===== src/rtl/spike_fifo_pkg.sv =====
// Shared constants and state encoding for the spike-event FIFO controller.
package spike_fifo_pkg;

  localparam int unsigned DATA_WIDTH_DEF = 32;
  localparam int unsigned DEPTH_DEF      = 8;
  localparam int unsigned CNT_W_DEF      = $clog2(DEPTH_DEF + 1);

  localparam logic [0:0] ST_RUN   = 1'b0;
  localparam logic [0:0] ST_FLUSH = 1'b1;

  typedef enum logic [0:0] {
    RUN   = 1'b0,
    FLUSH = 1'b1
  } state_e;

  // Occupancy counter must represent 0..depth inclusive.
  function automatic int unsigned cnt_width(input int unsigned depth);
    return $clog2(depth + 1);
  endfunction

endpackage


===== src/rtl/spike_fifo_ctrl_if.sv =====
// Requester, FIFO and consumer signals of the spike FIFO controller.
interface spike_fifo_ctrl_if
  import spike_fifo_pkg::*;
#(
  parameter int unsigned N_REQ      = 4,
  parameter int unsigned DATA_WIDTH = DATA_WIDTH_DEF,
  parameter int unsigned DEPTH      = DEPTH_DEF
);
  localparam int unsigned CNT_W = cnt_width(DEPTH);

  logic [N_REQ-1:0]            req;
  logic [N_REQ*DATA_WIDTH-1:0] req_data;
  logic [N_REQ-1:0]            ack;
  logic                        fifo_enq;
  logic [DATA_WIDTH-1:0]       fifo_wdata;
  logic                        fifo_deq;
  logic [DATA_WIDTH-1:0]       fifo_rdata;
  logic                        out_valid;
  logic [DATA_WIDTH-1:0]       out_data;
  logic                        out_ready;
  logic                        flush;
  logic                        flush_done;
  logic [CNT_W-1:0]            occupancy;

  modport slave (
    input  req, req_data, fifo_rdata, out_ready, flush,
    output ack, fifo_enq, fifo_wdata, fifo_deq, out_valid, out_data, flush_done, occupancy
  );

  modport master (
    output req, req_data, fifo_rdata, out_ready, flush,
    input  ack, fifo_enq, fifo_wdata, fifo_deq, out_valid, out_data, flush_done, occupancy
  );

endinterface


===== src/rtl/spike_fifo_ctrl_rr_arbiter.sv =====
// Combinational round-robin arbiter: first active request at or after rr_ptr wins.
module rr_arbiter #(
  parameter int unsigned N_REQ = 4,
  parameter int unsigned IDX_W = (N_REQ > 1) ? $clog2(N_REQ) : 1
) (
  input  logic [N_REQ-1:0] req,
  input  logic [IDX_W-1:0] rr_ptr,
  input  logic             en,
  output logic [N_REQ-1:0] grant,
  output logic [IDX_W-1:0] winner,
  output logic             hit
);

  int unsigned idx;

  always_comb begin
    grant  = '0;
    winner = '0;
    hit    = 1'b0;
    idx    = 0;
    for (int unsigned k = 0; k < N_REQ; k++) begin
      idx = (32'(rr_ptr) + k) % N_REQ;
      if (!hit && req[idx]) begin
        hit    = 1'b1;
        winner = IDX_W'(idx);
      end
    end
    if (en && hit) begin
      grant[winner] = 1'b1;
    end
  end

endmodule


===== src/rtl/spike_fifo_ctrl.sv =====
// Shares one spike-event FIFO between N_REQ requesters with RR write arbitration,
// valid/ready read side and a drain-and-discard flush.
module spike_fifo_ctrl
  import spike_fifo_pkg::*;
#(
  parameter int unsigned N_REQ      = 4,
  parameter int unsigned DATA_WIDTH = DATA_WIDTH_DEF,
  parameter int unsigned DEPTH      = DEPTH_DEF
) (
  input logic              clk,
  input logic              rst_n,
  spike_fifo_ctrl_if.slave bus
);

  localparam int unsigned CNT_W = cnt_width(DEPTH);
  localparam int unsigned IDX_W = (N_REQ > 1) ? $clog2(N_REQ) : 1;

  logic [0:0]            state_q, state_d;
  logic [CNT_W-1:0]      occ_q, occ_d;
  logic [IDX_W-1:0]      rr_ptr_q, rr_ptr_d;
  logic                  fifo_enq_q, fifo_enq_d;
  logic [DATA_WIDTH-1:0] fifo_wdata_q, fifo_wdata_d;
  logic                  out_valid_q, out_valid_d;

  logic [N_REQ-1:0]      grant;
  logic [IDX_W-1:0]      winner;
  logic                  hit;
  logic                  grant_any;
  logic                  can_enq;
  logic                  arb_en;
  logic [CNT_W-1:0]      committed;
  logic                  deq_c;
  logic                  flush_done_c;

  // Occupancy counts reserved entries, so the next grant is blocked before the FIFO fills.
  assign can_enq   = occ_q < CNT_W'(DEPTH);
  assign arb_en    = rst_n && (state_q == ST_RUN) && can_enq;
  assign grant_any = |grant;

  rr_arbiter #(
    .N_REQ (N_REQ),
    .IDX_W (IDX_W)
  ) u_arb (
    .req    (bus.req),
    .rr_ptr (rr_ptr_q),
    .en     (arb_en),
    .grant  (grant),
    .winner (winner),
    .hit    (hit)
  );

  // The entry being written at this edge is not readable yet.
  assign committed = occ_q - CNT_W'(fifo_enq_q);
  assign deq_c     = (committed != '0) &&
                     ((state_q == ST_FLUSH) || !out_valid_q || bus.out_ready);

  always_comb begin
    state_d      = state_q;
    rr_ptr_d     = rr_ptr_q;
    fifo_enq_d   = 1'b0;
    fifo_wdata_d = fifo_wdata_q;
    out_valid_d  = out_valid_q;
    flush_done_c = 1'b0;
    occ_d        = occ_q + CNT_W'(grant_any) - CNT_W'(deq_c);
    case (state_q)
      ST_RUN: begin
        if (grant_any) begin
          fifo_enq_d   = 1'b1;
          fifo_wdata_d = bus.req_data[32'(winner)*DATA_WIDTH +: DATA_WIDTH];
          rr_ptr_d     = (32'(winner) == N_REQ - 1) ? '0 : winner + IDX_W'(1);
        end
        out_valid_d = deq_c || (out_valid_q && !bus.out_ready);
        if (bus.flush) begin
          state_d     = ST_FLUSH;
          out_valid_d = 1'b0;
        end
      end
      ST_FLUSH: begin
        out_valid_d = 1'b0;
        if ((occ_q == '0) && !fifo_enq_q) begin
          state_d      = ST_RUN;
          flush_done_c = 1'b1;
        end
      end
      default: begin
        state_d     = ST_RUN;
        out_valid_d = 1'b0;
      end
    endcase
  end

  always_ff @(posedge clk or negedge rst_n) begin
    if (!rst_n) begin
      state_q      <= ST_RUN;
      occ_q        <= '0;
      rr_ptr_q     <= '0;
      fifo_enq_q   <= 1'b0;
      fifo_wdata_q <= '0;
      out_valid_q  <= 1'b0;
    end else begin
      state_q      <= state_d;
      occ_q        <= occ_d;
      rr_ptr_q     <= rr_ptr_d;
      fifo_enq_q   <= fifo_enq_d;
      fifo_wdata_q <= fifo_wdata_d;
      out_valid_q  <= out_valid_d;
    end
  end

  assign bus.ack        = grant;
  assign bus.fifo_enq   = fifo_enq_q;
  assign bus.fifo_wdata = fifo_wdata_q;
  assign bus.fifo_deq   = deq_c;
  assign bus.out_valid  = out_valid_q;
  assign bus.out_data   = bus.fifo_rdata;
  assign bus.flush_done = flush_done_c;
  assign bus.occupancy  = occ_q;

endmodule


===== src/flat_wrapper.sv =====
// flat-port wrapper written by rule: the top's interface ports become plain ports
module spike_fifo_ctrl_flat import spike_fifo_pkg::*;
#(
  parameter int unsigned N_REQ      = 4,
  parameter int unsigned DATA_WIDTH = DATA_WIDTH_DEF,
  parameter int unsigned DEPTH      = DEPTH_DEF
)
  (clk, rst_n, bus_req, bus_req_data, bus_fifo_rdata, bus_out_ready, bus_flush, bus_ack, bus_fifo_enq, bus_fifo_wdata, bus_fifo_deq, bus_out_valid, bus_out_data, bus_flush_done, bus_occupancy);
  spike_fifo_ctrl_if #(.N_REQ(N_REQ), .DATA_WIDTH(DATA_WIDTH), .DEPTH(DEPTH)) bus_i ();
  input logic clk;
  input logic rst_n;
  input wire logic [$bits(bus_i.req)-1:0] bus_req;
  input wire logic [$bits(bus_i.req_data)-1:0] bus_req_data;
  input wire logic [$bits(bus_i.fifo_rdata)-1:0] bus_fifo_rdata;
  input wire logic [$bits(bus_i.out_ready)-1:0] bus_out_ready;
  input wire logic [$bits(bus_i.flush)-1:0] bus_flush;
  output wire logic [$bits(bus_i.ack)-1:0] bus_ack;
  output wire logic [$bits(bus_i.fifo_enq)-1:0] bus_fifo_enq;
  output wire logic [$bits(bus_i.fifo_wdata)-1:0] bus_fifo_wdata;
  output wire logic [$bits(bus_i.fifo_deq)-1:0] bus_fifo_deq;
  output wire logic [$bits(bus_i.out_valid)-1:0] bus_out_valid;
  output wire logic [$bits(bus_i.out_data)-1:0] bus_out_data;
  output wire logic [$bits(bus_i.flush_done)-1:0] bus_flush_done;
  output wire logic [$bits(bus_i.occupancy)-1:0] bus_occupancy;
  assign bus_i.req = bus_req;
  assign bus_i.req_data = bus_req_data;
  assign bus_i.fifo_rdata = bus_fifo_rdata;
  assign bus_i.out_ready = bus_out_ready;
  assign bus_i.flush = bus_flush;
  assign bus_ack = bus_i.ack;
  assign bus_fifo_enq = bus_i.fifo_enq;
  assign bus_fifo_wdata = bus_i.fifo_wdata;
  assign bus_fifo_deq = bus_i.fifo_deq;
  assign bus_out_valid = bus_i.out_valid;
  assign bus_out_data = bus_i.out_data;
  assign bus_flush_done = bus_i.flush_done;
  assign bus_occupancy = bus_i.occupancy;
  spike_fifo_ctrl #(.N_REQ(N_REQ), .DATA_WIDTH(DATA_WIDTH), .DEPTH(DEPTH)) u_core (.clk(clk), .rst_n(rst_n), .bus(bus_i));
endmodule

===== config.mk =====
export PLATFORM = sky130hd
export DESIGN_NAME = spike_fifo_ctrl_flat
export DESIGN_NICKNAME = d
export VERILOG_FILES = /design/src/rtl/spike_fifo_pkg.sv /design/src/rtl/spike_fifo_ctrl_if.sv /design/src/rtl/spike_fifo_ctrl_rr_arbiter.sv /design/src/rtl/spike_fifo_ctrl.sv /design/src/flat_wrapper.sv
export SDC_FILE = /design/constraint.sdc
export NUM_CORES = 1
export LEC_CHECK = 0
export ABC_CLOCK_PERIOD_IN_PS = 3200
export CORE_MARGIN = 5
export CORE_UTILIZATION = 34
export CTS_CLUSTER_SIZE = 30
export DETAILED_ROUTE_END_ITERATION = 8
export PLACE_DENSITY = 0.83
export SLEW_MARGIN = 20
export SYNTH_ARGS = -nofsm -noshare
export SYNTH_HDL_FRONTEND = slang
export SYNTH_HIERARCHICAL = 1
export SYNTH_SLANG_ARGS = --single-unit

===== constraint.sdc =====
create_clock -name clk -period 3.2 [get_ports clk]
set_clock_uncertainty 0.05 [all_clocks]
set_input_delay 0.64 -clock clk [delete_from_list [all_inputs] [get_ports clk]]
set_output_delay 0.64 -clock clk [all_outputs]
set_load 0.02 [all_outputs]

**Word-level counts from Yosys, hierarchy flattened**

Cells that the tools add are included.

- Register bits after elaboration: 41
- Latch bits: 0
- RAM bits: 0
- ROM bits: 0
- Input bits: 168
- Output and inout port bits: 76
- Logic and storage cells: 75
- Memories kept: 0

- Add/subtract/negate cells: 7
- Multipliers: 0
- Divide/modulo/power cells: 0
- $lt $le $gt $ge: 7
- Equality and inequality tests: 1
- Shift operators: 1
- Multiplexer cells: 29
- Bitwise gates (word level): 1
- Reduce and logical (&&, ||, !) cells: 23

Operators with widths:

| cell | count |
|---|---|
| $shiftx 128x8->32 | 1 |
| $mux 1 | 16 |
| $lt 2x3->1 const B | 5 |
| $logic_and 1x1->1 | 10 |
| $mux 2 | 5 |
| $bmux 1 s2 | 4 |
| $sub 4x1->4 | 2 |
| $logic_not 1->1 | 6 |
| $add 2x1->2 const B | 2 |
| $add 2x2->2 const B | 2 |
| $add 4x1->4 | 1 |
| $logic_not 4->1 | 1 |
| $lt 4x4->1 const B | 1 |
| $mux 4 | 1 |
| $pmux 1 s2 | 2 |
| $reduce_bool 4->1 | 1 |
| $reduce_or 4->1 | 1 |
| $logic_or 1x1->1 | 3 |
| $demux 1 s2 | 1 |
| $eq 2x2->1 const B | 1 |
| $ge 2x1->1 const B | 1 |
| $reduce_and 2->1 | 1 |
| $not 1->1 | 1 |

**Depth between registers and ports, before layout**

- Depth in word-level cells: 20
- Depth in mapped cells: 11
- Gate-level depth less buffers: 11

**Modules after synthesis**

The synthesis kept the hierarchy.

Modules (own cells, without submodules):

| module | instances | cells an instance | area an instance (µm²) | sequential area each (µm²) |
|---|---|---|---|---|
| spike_fifo_ctrl | 1 | 186 | 2,906.5 | 1,026.0 |
| rr_arbiter | 1 | 20 | 125.1 | 0.0 |

**Least setup slack after synthesis**

Ideal clock, no wire load.

- Kind: input to register
- Start: in bus_req[0]
- End: reg u_core.occ_q[2], in the netlist u_core/bus.occupancy[2]
- Setup time: 0.123 ns
- Data arrival time: 3.152 ns
- Required time: 3.027 ns
- Path slack: -0.125 ns
- Stages: 11
- Path buffers: 0
- Cells stage by stage: a21oi_1 -> nor3b_1 -> nor3_2 -> nor3b_1 -> nor4_4 -> ha_1 -> inv_1 -> ha_1 -> inv_1 -> fa_1 -> xor2_1

- Longest elaborated chain between the ends: 20
- Elaborated cells between the ends (all ways): 32
- Classes of those cells: add/sub: 2; order compare: 2; mux: 19; reduce/logical: 9

Ends and longest elaborated chain:

| item | line | RTL |
|---|---|---|
| start: declaration | flat_wrapper.sv:12 | `input wire logic [$bits(bus_i.req)-1:0] bus_req;` |
| $bmux 1 s2 | spike_fifo_ctrl_rr_arbiter.sv:23 | `if (!hit && req[idx]) begin` |
| $mux 1 (not written as such) | spike_fifo_ctrl_rr_arbiter.sv:23 |  |
| $mux 1 | spike_fifo_ctrl_rr_arbiter.sv:23 |  |
| $logic_not 1->1 | spike_fifo_ctrl_rr_arbiter.sv:23 |  |
| $logic_and 1x1->1 | spike_fifo_ctrl_rr_arbiter.sv:23 |  |
| $mux 1 | spike_fifo_ctrl_rr_arbiter.sv:23 |  |
| $logic_not 1->1 | spike_fifo_ctrl_rr_arbiter.sv:23 |  |
| $logic_and 1x1->1 | spike_fifo_ctrl_rr_arbiter.sv:23 |  |
| [... 4 more ...] | - |  |
| via u_core.winner[1] | spike_fifo_ctrl.sv:26 | `logic [IDX_W-1:0] winner;` |
| [... 2 more ...] | - |  |
| $mux 1 (not written as such) | spike_fifo_ctrl_rr_arbiter.sv:29 | `grant[winner] = 1'b1;` |
| $demux 1 s2 * | spike_fifo_ctrl_rr_arbiter.sv:29 |  |
| $mux 4 * | spike_fifo_ctrl_rr_arbiter.sv:28 | `if (en && hit) begin` |
| via bus_ack[2] | flat_wrapper.sv:17 | `output wire logic [$bits(bus_i.ack)-1:0] bus_ack;` |
| $reduce_or 4->1 * | spike_fifo_ctrl.sv:38 | `assign grant_any = \|grant;` |
| $add 4x1->4 * | spike_fifo_ctrl.sv:64 | `occ_d = occ_q + CNT_W'(grant_any) - CNT_W'(deq_c);` |
| $sub 4x1->4 * | spike_fifo_ctrl.sv:64 |  |
| via u_core.occ_d[2] | spike_fifo_ctrl.sv:19 | `logic [CNT_W-1:0] occ_q, occ_d;` |
| end signal: assignment | spike_fifo_ctrl.sv:95 | `occ_q <= '0;` |
| end signal: assignment | spike_fifo_ctrl.sv:102 | `occ_q <= occ_d;` |
| end: declaration | spike_fifo_ctrl.sv:19 |  |

The timed path passes the listed nets; every way through them passes the cells marked *. The select of a mux whose other input is x is not followed.
A chain may end at the register's enable or synchronous reset.

**Worst setup path after layout**

- Start: in bus_req[0]
- End: out bus_ack[2]

- Longest elaborated chain between the ends: 17
- Elaborated cells between the ends (all ways): 29
- Classes of those cells: order compare: 2; mux: 19; reduce/logical: 8

Ends and longest elaborated chain:

| item | line |
|---|---|
| $bmux 1 s2 | spike_fifo_ctrl_rr_arbiter.sv:23 |
| $mux 1 (not written as such) | spike_fifo_ctrl_rr_arbiter.sv:23 |
| $mux 1 | spike_fifo_ctrl_rr_arbiter.sv:23 |
| $logic_not 1->1 | spike_fifo_ctrl_rr_arbiter.sv:23 |
| $logic_and 1x1->1 | spike_fifo_ctrl_rr_arbiter.sv:23 |
| $mux 1 | spike_fifo_ctrl_rr_arbiter.sv:23 |
| $logic_not 1->1 | spike_fifo_ctrl_rr_arbiter.sv:23 |
| $logic_and 1x1->1 | spike_fifo_ctrl_rr_arbiter.sv:23 |
| [... 2 more ...] | - |
| $logic_and 1x1->1 | spike_fifo_ctrl_rr_arbiter.sv:23 |
| $mux 2 * | spike_fifo_ctrl_rr_arbiter.sv:23 |
| via u_core.winner[1] | spike_fifo_ctrl.sv:26 |
| $lt 2x3->1 (not written as such) / $ge 2x1->1 (equally long branches) | spike_fifo_ctrl_rr_arbiter.sv:29 |
| $logic_and 1x1->1 (not written as such) | spike_fifo_ctrl_rr_arbiter.sv:29 |
| $mux 1 (not written as such) | spike_fifo_ctrl_rr_arbiter.sv:29 |
| $demux 1 s2 * | spike_fifo_ctrl_rr_arbiter.sv:29 |
| $mux 4 * | spike_fifo_ctrl_rr_arbiter.sv:28 |
| end: declaration | flat_wrapper.sv:17 |

Marked as above.

==> results_dict.tcl <==
set metrics [dict create \
    status "complete, no violations" \
    core_area_um2 8721 \
    dieArea_um2 10900 \
    htree_num_levels 2 \
    setup_violations 0 \
    setup_ws_ps 72.26 \
    fin_crit_sh_pct 97.74 \
    powerDensity_nw_per_um2 705.6 \
    wl_per_cell_um 19.37 \
    arrival_ps 2440 \
    reg2reg_slack_ps 470 \
    dieWidth_um 104.4 \
    rows 34 \
    synth.area.mux_share_pct 40.12 \
    cts_buffer_depth 2 \
    synth-simple-area-share_pct 5.365 \
    relSlewSlack_pct 64.35 \
    start_util_pct 34.76 \
    ys_warn_count 6 \
    peakVddDrop_v 0.0007543 \
    grt_antenna_before_repair 0 \
    hold_viol 0 \
    synthCells 206 \
    required_ps 2510 \
    grt.overflow.total 0 \
    ctsHoldBuffers 0 \
    drtPass1Iterations 4 \
    critPathMaxFanout 5 \
    nFillCells 746 \
    cts.sinks 41 \
    num_vias 2372 \
    worstSetupEndpointType "primary output" \
    synth_top_family_by_area "multiplexers" \
    synth_cell_types 40 \
    final_common_cell "clkdlybuf4s50_1" \
    ys_seq_elements 41 \
    pin_count 244 \
    synth_fp_nets 383 \
    dpl_worst_slack_ps -252.5 \
    grt_max_degree 42 \
    min_period_ps 3128 \
    die-height_um 104.4 \
    diodes 0 \
    clkSlewWorstSetupHoldPaths_ps 70 \
    drtIter0Drc 45 \
    grt_pass1_wl_mm 14.26 \
    post-route-util_pct 55.24 \
    synth_adder_area_share_pct 3.962 \
    track_usage_pct 16.19 \
    via_per_inst 5.079 \
    cts_tree "done" \
    worstSetupPathType "input pin to primary output" \
    fin_tns_setup_ps 0 \
    rsz0062_at_grt "true" \
    grt_pass1_vias 2737 \
    power_leakage_nw 1.954 \
    fmax_mhz 319.7 \
    ant_nets 0 \
    synth-compound-area-share_pct 2.848 \
    ff2ff_path_depth 12 \
    synth_seq_area_share_pct 33.84 \
    r2r-start "u_core/rr_ptr_q[1]$_DFFE_PN0P_" \
    hold_path_class "input pin to asynchronous set/reset pin" \
    maxCapViolCount 0 \
    max_slew.worst_pin.slew_ps 534.7 \
    cts_root_buf "clkbuf_8" \
    route.detailed.drc 0 \
    fin_total_pwr_w 0.003399 \
    place_congestion 0.7646 \
    r2r_end "u_core/bus.occupancy[2]$_DFF_PN0_" \
    cts_buffers 5 \
    drv_slew 0 \
    port_buffers 179 \
    clk_latency_ps 280 \
    dpl.hpwl_mm 7.246 \
    layout-drive-gt1-share_pct 24.23 \
    area_growth_pct 58.89 \
    layout_common_cells "173 x clkdlybuf4s50_1, 41 x dfrtp_1, 30 x mux2_4" \
    syn-cell-area_um2 3032 \
    nets 536 \
    synthXorXnorAreaFrac_pct 0.5778 \
    syn_area_per_cell_um2 14.72 \
    crit_path_start_kind "input pin" \
    routed_wl_mm 9.045 \
]
area by class of cell:
class | count | area, um2 | area share, %
timing repair buffer | 189 | 1888 | 39.19
multi-input combinational | 111 | 1640 | 34.05
inverter | 11 | 41.29 | 0.8571
clock buffer | 7 | 86.33 | 1.792
tap | 108 | 135.1 | 2.805
sequential | 41 | 1026 | 21.30
flip-flops by register name, summed over array words and instances, names as in the netlist:
name                   count
u_core/bus.out_valid       1
u_core/bus.fifo_wdata     32
u_core/rr_ptr_q            2
u_core/state_q             1
u_core/bus.fifo_enq        1
u_core/bus.occupancy       4
logic make-up after synthesis:
kind of cell	after synthesis
compound gates	12
xor+xnor	2
fa+ha+maj	9
buf+inv	54
flops	41
mux	65
simple gates	23
Yosys cell counts:
cell | count | area share, %
nor2b_1 | 1 | 0.21
nand4_1 | 1 | 0.21
o311ai_0 | 1 | 0.29
nor3b_1 | 3 | 0.74
a311oi_1 | 1 | 0.29
nand3_1 | 1 | 0.16
buf_1 | 2 | 0.25
inv_1 | 11 | 1.4
nor3b_2 | 1 | 0.41
o41ai_1 | 1 | 0.29
mux4_1 | 3 | 2.6
nor3_2 | 1 | 0.33
nand2b_1 | 3 | 0.62
nand2_1 | 2 | 0.25
nor4_4 | 1 | 0.70
and4_1 | 1 | 0.29
mux4_2 | 29 | 22
o21bai_1 | 1 | 0.25
nor2_1 | 4 | 0.50
xnor2_1 | 1 | 0.29
o21ai_0 | 1 | 0.16
ha_1 | 8 | 3.3
clkbuf_1 | 1 | 0.12
mux2_2 | 3 | 1.1
nor2_2 | 1 | 0.21
nor4_1 | 1 | 0.21
mux2_4 | 30 | 15
buf_4 | 32 | 7.9
xor2_1 | 1 | 0.29
o22ai_1 | 1 | 0.21
buf_6 | 4 | 1.5
nor3_1 | 1 | 0.16
fa_1 | 1 | 0.66
a2bb2oi_1 | 1 | 0.29
a21oi_1 | 4 | 0.66
buf_12 | 3 | 2.0
nand4bb_1 | 1 | 0.37
dfrtp_1 | 41 | 34
buf_2 | 1 | 0.16
a211oi_2 | 1 | 0.41
repair_timing:
| action | 4_1_cts | 5_1_grt |
|---|---|---|
| gates resized for setup | 6 | 3 |
| buffers inserted | 0 | 2 |
| setup endpoints to repair | 4 | 18 |
| pin swaps | 0 | 2 |
critical path: stages:
cell and delay, ps:
clkdlybuf4s50_1 460, a21oi_1 160, nor3b_1 70, buf_4 140
nor3_4 270, nor3b_2 320, dlygate4sd2_1 380
how the worst max path moves through the flow:
stage,endpoint,depth (start not counted),slack (ps),startpoint
2_1_floorplan,u_core/bus.occupancy[2]$_DFF_PN0_,11,110,bus_req[0]
3_3_place_gp,bus_ack[0],7,-130,bus_req[0]
3_5_place_dp,u_core/bus.occupancy[2]$_DFF_PN0_,13,-250,bus_req[0]
4_1_cts,bus_ack[2],7,40,bus_req[0]
5_1_grt,bus_ack[2],7,-20,bus_req[0]
6_report,bus_ack[2],7,70,bus_req[0]
power breakdown:
group	internal (W)	switching, W
registers	0.000768	0.000172
logic	0.00123	0.000890
clock network	0.000171	0.000171
total	0.00216	0.00123
through the flow:
stage,area (um2),hold WS (ps),std cells
floorplan,3037,294.4,206
global placement,4701,443.5,458
detailed placement,4701,442.0,458
CTS,4793,408.9,465
global route,4817,449.6,467
finish,4817,399.2,467
layer usage:
metal	vias up	track usage (%)	wire length, um
met5	-	0	0
li1	1053	-	-
met2	127	29.86	4862
met3	26	5.835	841
met1	1166	16.79	3136
met4	0	5.365	204
Note: power is estimated with default switching activity, not from simulation.
